$ cat config.mk
export PLATFORM = sky130hd
export DESIGN_NAME = uart_tx
export DESIGN_NICKNAME = d
export VERILOG_FILES = /design/src/rtl/uart_defs.sv /design/src/rtl/uart_tx_fifo.sv /design/src/rtl/uart_tx.sv
export SDC_FILE = /design/constraint.sdc
export NUM_CORES = 1
export LEC_CHECK = 0
export ABC_AREA = 1
export CORE_MARGIN = 2
export CORE_UTILIZATION = 60
export DETAILED_ROUTE_END_ITERATION = 7
export GPL_TIMING_DRIVEN = 0
export PLACE_DENSITY = 0.83
export RECOVER_POWER = 50
export SYNTH_ARGS = -nofsm -noshare
export SYNTH_HDL_FRONTEND = slang
export SYNTH_HIERARCHICAL = 1
export SYNTH_SLANG_ARGS = --single-unit
$ cat constraint.sdc
create_clock -name clk -period 6.93 [get_ports clk]
set_input_delay 1.386 -clock clk [delete_from_list [all_inputs] [get_ports clk]]
set_output_delay 1.386 -clock clk [all_outputs]
set_load 0.01 [all_outputs]
$ cat src/rtl/uart_defs.sv
// rtl/uart_defs.sv - shared types and constants for the UART transmit path
package uart_defs;

  // Register-block configuration word; only the transmit-related bits are consumed.
  typedef struct packed {
    logic [26:0] reserved_hi;
    logic        stop2;
    logic        parity_odd;
    logic        parity_en;
    logic        reserved_1;
    logic        tx_en;
  } Config_t;

  // Interrupt flags as seen by the register block; bit 0 is empty, bit 4 is done.
  typedef struct packed {
    logic done;
    logic overflow;
    logic full;
    logic half;
    logic empty;
  } TXIrqFlags_t;

  // Bit positions inside the 32-bit TX status word.
  localparam int TXSTATUS_LEVEL_LSB = 0;
  localparam int TXSTATUS_LEVEL_W   = 9;
  localparam int TXSTATUS_BUSY      = 16;
  localparam int TXSTATUS_FULL      = 17;
  localparam int TXSTATUS_EMPTY     = 18;

  typedef enum logic [2:0] {
    IDLE   = 3'd0,
    START  = 3'd1,
    DATA   = 3'd2,
    PARITY = 3'd3,
    STOP   = 3'd4
  } TxState_t;

  // Parity bit for a byte: even parity makes the total count of ones even.
  function automatic logic parity_bit(input logic [7:0] data, input logic odd);
    return odd ? ~^data : ^data;
  endfunction

endpackage

$ cat src/rtl/uart_tx_fifo.sv
// rtl/uart_tx_fifo.sv - byte FIFO between the TXDATA strobe and the serialiser
module uart_tx_fifo #(
  parameter int FIFO_DEPTH = 16,
  localparam int AW = $clog2(FIFO_DEPTH),
  localparam int LW = AW + 1
) (
  input  logic          clk,
  input  logic          rst_n,
  input  logic          push,
  input  logic [7:0]    wdata,
  input  logic          pop,
  output logic [7:0]    rdata,
  output logic          full,
  output logic          empty,
  output logic [LW-1:0] level
);

  logic [7:0]    mem [FIFO_DEPTH];
  logic [AW-1:0] wptr;
  logic [AW-1:0] rptr;
  logic [LW-1:0] count;

  // Storage has no reset; only the pointers and count define validity.
  always_ff @(posedge clk) begin
    if (push) begin
      mem[wptr] <= wdata;
    end
  end

  // Pointers wrap naturally because the depth is a power of two.
  always_ff @(posedge clk or negedge rst_n) begin
    if (!rst_n) begin
      wptr  <= '0;
      rptr  <= '0;
      count <= '0;
    end else begin
      if (push) begin
        wptr <= wptr + 1'b1;
      end
      if (pop) begin
        rptr <= rptr + 1'b1;
      end
      case ({push, pop})
        2'b10:   count <= count + 1'b1;
        2'b01:   count <= count - 1'b1;
        default: count <= count;
      endcase
    end
  end

  assign rdata = mem[rptr];
  assign full  = (count == LW'(FIFO_DEPTH));
  assign empty = (count == '0);
  assign level = count;

endmodule

$ cat src/rtl/uart_tx.sv
// rtl/uart_tx.sv - UART transmitter: TX FIFO, baud counter, framing FSM, status and IRQ (optional UART_TX_CTS_EN flow control)
module uart_tx
  import uart_defs::*;
#(
  parameter int FIFO_DEPTH = 16
) (
  input  logic        clk,
  input  logic        rst_n,
  input  logic [31:0] uart_divider,
  input  logic [7:0]  uart_txdata,
  input  logic        uart_txdata_valid,
  input  Config_t     uart_config,
  input  logic [31:0] uart_txirqmask,
  input  logic        tx_ovf_clr,
  output logic [31:0] uart_txstatus,
  output TXIrqFlags_t uart_txirqflags,
  output logic        tx_irq,
  output logic        tx
`ifdef UART_TX_CTS_EN
  ,
  input  logic        cts_n
`endif
);

  localparam int LW = $clog2(FIFO_DEPTH) + 1;

  logic          fifo_push;
  logic          fifo_pop;
  logic          fifo_full;
  logic          fifo_empty;
  logic [7:0]    fifo_head;
  logic [LW-1:0] fifo_level;

  TxState_t      state;
  logic [31:0]   baud_cnt;
  logic [7:0]    shreg;
  logic [2:0]    bit_cnt;
  logic          stop_second;
  logic          par_en_q;
  logic          par_bit_q;
  logic          stop2_q;
  logic          ovf;

  logic          div_ok;
  logic          baud_tick;
  logic          cts_ok;
  logic          can_start;
  logic          last_stop;
  logic          start_frame;
  logic          ovf_set;
  logic [31:0]   reload;
  logic          unused_inputs;

  assign unused_inputs = ^{uart_config.reserved_hi, uart_config.reserved_1, uart_txirqmask[31:5]};

  uart_tx_fifo #(
    .FIFO_DEPTH(FIFO_DEPTH)
  ) u_fifo (
    .clk   (clk),
    .rst_n (rst_n),
    .push  (fifo_push),
    .wdata (uart_txdata),
    .pop   (fifo_pop),
    .rdata (fifo_head),
    .full  (fifo_full),
    .empty (fifo_empty),
    .level (fifo_level)
  );

`ifdef UART_TX_CTS_EN
  logic [1:0] cts_sync;

  // Two-flop synchroniser for the asynchronous clear-to-send input; idles as "not clear".
  always_ff @(posedge clk or negedge rst_n) begin
    if (!rst_n) begin
      cts_sync <= 2'b11;
    end else begin
      cts_sync <= {cts_sync[0], cts_n};
    end
  end

  assign cts_ok = ~cts_sync[1];
`else
  assign cts_ok = 1'b1;
`endif

  // A divider below 2 freezes bit timing entirely, including frame starts.
  assign div_ok    = (uart_divider >= 32'd2);
  assign reload    = uart_divider - 32'd1;
  assign baud_tick = div_ok && (state != IDLE) && (baud_cnt == 32'd0);
  assign can_start = uart_config.tx_en && !fifo_empty && cts_ok;
  assign last_stop = (state == STOP) && baud_tick && (!stop2_q || stop_second);

  // A new frame may start from IDLE or straight out of the final stop bit, so
  // back-to-back bytes leave no idle gap on the line.
  assign start_frame = div_ok && can_start && ((state == IDLE) || last_stop);

  // A pop in the same cycle frees the slot, so a push to a full FIFO is then accepted.
  assign fifo_pop  = start_frame;
  assign fifo_push = uart_txdata_valid && (!fifo_full || fifo_pop);
  assign ovf_set   = uart_txdata_valid && fifo_full && !fifo_pop;

  // Framing FSM with baud counter and shift register; tx is a registered output.
  always_ff @(posedge clk or negedge rst_n) begin
    if (!rst_n) begin
      state       <= IDLE;
      tx          <= 1'b1;
      baud_cnt    <= 32'd0;
      shreg       <= 8'h00;
      bit_cnt     <= 3'd0;
      stop_second <= 1'b0;
      par_en_q    <= 1'b0;
      par_bit_q   <= 1'b0;
      stop2_q     <= 1'b0;
    end else if (start_frame) begin
      state       <= START;
      tx          <= 1'b0;
      baud_cnt    <= reload;
      shreg       <= fifo_head;
      bit_cnt     <= 3'd0;
      stop_second <= 1'b0;
      par_en_q    <= uart_config.parity_en;
      par_bit_q   <= parity_bit(fifo_head, uart_config.parity_odd);
      stop2_q     <= uart_config.stop2;
    end else if (baud_tick) begin
      baud_cnt <= reload;
      case (state)
        START: begin
          state   <= DATA;
          tx      <= shreg[0];
          shreg   <= {1'b0, shreg[7:1]};
          bit_cnt <= 3'd0;
        end
        DATA: begin
          if (bit_cnt == 3'd7) begin
            if (par_en_q) begin
              state <= PARITY;
              tx    <= par_bit_q;
            end else begin
              state <= STOP;
              tx    <= 1'b1;
            end
          end else begin
            tx      <= shreg[0];
            shreg   <= {1'b0, shreg[7:1]};
            bit_cnt <= bit_cnt + 3'd1;
          end
        end
        PARITY: begin
          state <= STOP;
          tx    <= 1'b1;
        end
        STOP: begin
          if (stop2_q && !stop_second) begin
            stop_second <= 1'b1;
          end else begin
            state <= IDLE;
            tx    <= 1'b1;
          end
        end
        default: begin
          state <= IDLE;
          tx    <= 1'b1;
        end
      endcase
    end else if (div_ok && (state != IDLE)) begin
      baud_cnt <= baud_cnt - 32'd1;
    end
  end

  // Sticky overflow; a set in the same cycle as a clear wins.
  always_ff @(posedge clk or negedge rst_n) begin
    if (!rst_n) begin
      ovf <= 1'b0;
    end else begin
      ovf <= (ovf && !tx_ovf_clr) || ovf_set;
    end
  end

  // Status word and IRQ flags derived from FIFO level and FSM state.
  always_comb begin
    uart_txstatus = 32'h0;
    uart_txstatus[TXSTATUS_LEVEL_LSB +: TXSTATUS_LEVEL_W] = TXSTATUS_LEVEL_W'(fifo_level);
    uart_txstatus[TXSTATUS_BUSY]  = (state != IDLE);
    uart_txstatus[TXSTATUS_FULL]  = fifo_full;
    uart_txstatus[TXSTATUS_EMPTY] = fifo_empty;

    uart_txirqflags          = '0;
    uart_txirqflags.empty    = fifo_empty;
    uart_txirqflags.half     = (fifo_level >= LW'(FIFO_DEPTH / 2));
    uart_txirqflags.full     = fifo_full;
    uart_txirqflags.overflow = ovf;
    uart_txirqflags.done     = last_stop && fifo_empty;
  end

  assign tx_irq = |(uart_txirqflags & uart_txirqmask[4:0]);

endmodule

**Word-level counts from Yosys, hierarchy flattened**

Memories as Yosys holds them, arrays and structs flattened.
Index checks and enable logic that the tools add are counted.

- Register bits after elaboration: 65
- Bits in writable memories: 128
- Input port bits: 108
- Word-level logic and storage cells: 106
- Memories kept: 1

Memory list:

| name | words | width | rd ports | clocked after Yosys merged registers in | write ports | line | RTL |
|---|---|---|---|---|---|---|---|
| u_fifo.mem | 16 | 8 | 1 | 0 | 1 | uart_tx_fifo.sv:18 | `logic [7:0] mem [FIFO_DEPTH];` |

- $add $sub $neg: 7
- Magnitude comparators: 2
- Equal/unequal tests: 11
- Mux-type cells: 31
- Bitwise operators: 1
- Reductions and logical operators: 40

Operators by type and width:

| operator | count |
|---|---|
| $mux 32 | 3 |
| $sub 32x1->32 const B | 2 |
| $ge 32x2->1 const B | 1 |
| $logic_not 32->1 | 1 |
| $mux 3 | 8 |
| $mux 8 | 3 |
| $pmux 8 s2 | 1 |
| $logic_and 1x1->1 | 13 |
| $mux 1 | 12 |
| $pmux 3 s4 | 1 |
| $pmux 5 s2 | 1 |
| $ne 3x3->1 const B | 3 |
| $reduce_and 3->1 | 3 |
| $reduce_bool 3->1 | 3 |
| $add 4x1->4 const B | 2 |
| $reduce_bool 2->1 | 4 |
| $reduce_xnor 8->1 | 1 |
| $reduce_xor 8->1 | 1 |
| $eq 3x2->1 const B | 2 |
| $eq 3x3->1 const B | 2 |
| $logic_not 1->1 | 6 |
| $pmux 3 s2 | 1 |
| $add 5x1->5 const B | 1 |
| $and 5x5->5 | 1 |
| 13 further kinds | 16 |

**Depth between registers and ports, before layout**

- Depth after elaboration: 11
- Gate-level depth with buffers: 25
- Mapped depth without buffers: 23

**Modules after synthesis**

Netlist, hierarchy kept.

Modules (own cells, without submodules):

| module | instances | cells an instance | area each (µm²) |
|---|---|---|---|
| uart_tx_fifo | 1 | 518 | 5988.2 |
| uart_tx | 1 | 846 | 5144.9 |

**Worst setup path after synthesis**

No wires, ideal clock.

- Kind: input-to-output
- Start point: input uart_divider[0]
- End point: output tx_irq
- Arrival time: 2.729 ns
- Data required time: 5.544 ns
- Slack: 2.815 ns
- Stages on the path: 10
- Path buffers: 0
- Path through: inv_1 -> ha_1 -> nand2_1 -> nand3_1 -> nor2_2 -> nor2_2 -> nand2_1 -> nor4_1 -> nand2_1 -> nand2_1

RTL lines:

| element | line | RTL |
|---|---|---|
| start, declared | uart_tx.sv:9 | `input logic [31:0] uart_divider,` |
| end, declared | uart_tx.sv:17 | `output logic tx_irq,` |

**Worst setup path in the final report**

- Start point: input uart_divider[0]
- End point: output tx_irq

- Longest elaborated chain between the ends: 8

RTL lines:

| element | line | RTL |
|---|---|---|
| $ge 32x2->1 | uart_tx.sv:88 | `assign div_ok = (uart_divider >= 32'd2);` |
| $logic_and 1x1->1 (2 in a row) | uart_tx.sv:90 | `assign baud_tick = div_ok && (state != IDLE) && (baud_cnt == 32'd0);` |
| $logic_and 1x1->1 (2 in a row) | uart_tx.sv:92 | `assign last_stop = (state == STOP) && baud_tick && (!stop2_q \|\| stop_second);` |
| $logic_and 1x1->1 | uart_tx.sv:193 | `uart_txirqflags.done = last_stop && fifo_empty;` |
| $and 5x5->5 | uart_tx.sv:196 | `assign tx_irq = \|(uart_txirqflags & uart_txirqmask[4:0]);` |
| $reduce_or 5->1 | uart_tx.sv:196 |  |

No other way between the ends.

==> summary.txt <==
Status
  – Status: finished, violations left
  – Failing checks: capacitance limit, slew limit

Clock network
  – Clock Path Buffers: 2
  – TritonCTS clock tree: done
  – Num CTS Buffers: 17
  – Post-CTS resize count: 0
  – Worst-skew pair later-pin latency: 440 ps
  – CTS H-tree lvls: 4
  – Sink Count: 193
  – Hold Buf Count CTS: 0
  – Clk slew on worst S/H paths: 80 ps
  – Setup Fix Bufs, Post-CTS: 0
  – Clock root buffer: clkbuf_16

GRT
  – Total gr overflow: 0
  – First-pass GRT wire length: 47.0 mm
  – Initial antenna violation count: 0
  – All-Layer GR Usage: 30.9%
  – Via count of the first global-routing pass: 8930
  – Pin count of the biggest net entering global routing: 66

Synthesis
  – Post-synth EDFFs: 128
  – Gate Count Post-Synth: 1364
  – Avg Cell Area, Syn: 8.16 µm²
  – Synth top area share: 34.5%
  – Largest area contributor in the netlist: edfxtp_1
  – Register bit total from synthesis: 193
  – Sequential cell area fraction in the yosys report: 49.1%
  – Synth Flop Type: edfxtp_1
  – Synth top area cells: edfxtp_1 35%, dfrtp_1 14%, nand2_1 12%
  – Warnings, synthesis: 6
  – Mapped cell area: 0.0111 mm²
  – Most numerous cell in the Yosys netlist: nand2_1
  – Netlist cell types: 39
  – Post-synth top cells: 366 x nand2_1, 223 x nor2_1, 151 x nand3_1
  – Async S/R FF share, synth: 33.7%

Worst setup path
  – Required @ worst endpoint: 5540 ps
  – Crit start category: primary input
  – CP endpoint kind: output port
  – R2r setup slk: 2950 ps
  – Crit-path max FO: 7
  – Worst r2r path cells: 25
  – WP data arrival: 4580 ps
  – Worst setup path category: in2out

Detailed routing
  – Via density: 5.73
  – Via count: 9823
  – DRT Wirelength: 30.0 mm
  – DR DRC count: 0
  – Routed Antenna Nets: 0
  – Initial DRT Pass Iterations: 6
  – Initial DRC Count: 1228
  – Drt wl/cell: 17.5 µm

Pwr
  – Peak supply drop: 0.000258 V
  – Power per cell area: 384 mW/mm²
  – Share of total power in sequential cells: 33.6%
  – Sw frac: 43.4%
  – Clock network power share: 21.2%
  – Sw Pwr: 2140 µW
  – Leak pwr: 0.00561 µW
  – Power share of the combinational group: 45.2%
  – Power Internal: 2780 µW

Placement
  – IO Port Bufs: 67
  – Hpwl dp: 21.8 mm
  – Gpl congestion: 0.990

Timing
  – RSZ-0062 raised after global routing: false
  – Final Hold Viols: 0
  – Clock Skews: 17.9 ps
  – Relative slew slack: -141%
  – Slew @ Worst Pin: 3620 ps
  – Post-route setup TNS: 0 ps
  – Fmax: 168 MHz
  – Final Max Slew Viols: 66
  – Fin crit share: 86.0%
  – Fin crit period: 5960 ps
  – WHS: 505 ps
  – Finish-stage setup viols: 0

Finish
  – Final #Nets: 1595
  – Share of layout cells above drive strength 1: 9.22%
  – Antenna diodes: 0
  – Area growth, synth to finish: 15.1%

Die
  – I/O pin count: 147
  – Num rows: 49
  – Core outline area: 0.0181 mm²
  – Die X: 140 µm
  – Initial Utilization: 61.6%
  – Die Ht: 140 µm
  – Die ar.: 0.0197 mm²

Run
  – MaxCap Viol Count: 1

Min path
  – Hold Path Class: reg2reg
  – Hold path depth: 2
[power groups by stage]
stage	clock (µW)	sequential, µW	combinational (µW)
CTS	1040	1650	2180
global placement	0	1660	2090
finish	1040	1650	2220
detailed placement	0	1670	2160
floorplan	0	1630	1550
global route	1080	1680	2440
[layer usage]
| metal | part of all wire [%] | GRT usage [%] | routed length (µm) | up-vias |
|---|---|---|---|---|
| met5 | 0 | 0 | 0 | - |
| met3 | 7.3 | 4.00 | 2200 | 78 |
| met2 | 49 | 51.1 | 14600 | 535 |
| li1 | - | - | - | 4633 |
| met1 | 40 | 41.4 | 12100 | 4577 |
| met4 | 3.5 | 13.3 | 1060 | 0 |
[cells by family (layout without fill, tap and decap cells)]
group                    count (synthesis)  count (layout)  share of synthesized area, %
AND/OR/NAND/NOR                        787             787                          29.5
XOR/XNOR                                72              72                          5.66
adder cells (fa/ha/maj)                 14              14                          1.57
flip-flops                             193             193                          49.1
AO/OA/AOI/OAI                          111             111                          5.64
buffers and inverters                  186             285                          8.44
other                                    1              24                        0.0337
[area by class of cell]
type | instances | area [µm²]
sequential | 193 | 5470
fill | 1403 | 5270
multi-input combinational | 1008 | 4810
timing repair buffer | 67 | 664
buffer | 81 | 543
clock buffer | 18 | 450
inverter | 105 | 397
tap | 229 | 287
clock inverter | 14 | 191
[cells in the final DEF, fill, tap and decap left out, types with 3 or more instances in the layout]
cell type        Yosys  final
nand4_1             15     15
nand2_1            366    366
o21ai_0             23     23
clkbuf_16            0     18
xor2_1              38     38
buf_4               38     38
clkdlybuf4s50_1      0     51
inv_2                9      9
nand3_2              3      3
nor2_1             223    223
xnor2_1             34     34
ha_1                14     14
nand3_1            151    151
dlygate4sd3_1        0     15
clkbuf_1             6      7
o21ai_1             58     58
buf_2               29     29
edfxtp_1           128    128
buf_6                8      8
clkinv_8             0      5
inv_1               93     93
conb_1               1     24
o211ai_1            22     22
dfrtp_1             64     64
nor3_1               8      8
nand3b_1             3      3
nor2_2               8      8
inv_6                0      4
nand2_2              3      3
[registers in the layout, summed over array words and instances (netlist names)]
signal	count
stop2_q	1
bit_cnt	3
tx	1
shreg	8
ovf	1
u_fifo/wptr	4
par_en_q	1
u_fifo/rptr	4
par_bit_q	1
u_fifo/level	5
stop_second	1
u_fifo/mem	128
baud_cnt	32
state	3
[metrics by stage]
stage               power [µW]  worst slack (ps)  cells  utilization (%)  cell area [µm²]
floorplan                 3180              2820   1387                -            11200
global placement          3760              1010   1683             67.3            12200
detailed placement        3830              1010   1683             67.3            12200
CTS                       4880              1010   1715             70.9            12800
global route              5210               880   1715             70.8            12800
finish                    4920               967   1715             70.8            12800
[critical path, cell delays in order]
cell,delay (ps)
clkdlybuf4s50_1,490
inv_1,210
ha_1,170
nand2_1,50
nand3_1,100
nor2_2,90
nor2_2,260
nand2_1,90
nor4_1,990
nand2_1,100
nand2_1,110
clkdlybuf4s50_1,530
[path summary, 6_finish.rpt]
kind / from / end
worst max register to register: baud_cnt[0] / u_fifo/level[4]
max in group asynchronous: rst_n / baud_cnt[24]
worst min-delay path: stop_second / stop_second
worst min register to register: stop_second / stop_second
worst max-delay path: uart_divider[0] / tx_irq
min in group asynchronous: rst_n / state[2]
Power figures use the tool's default switching activity.
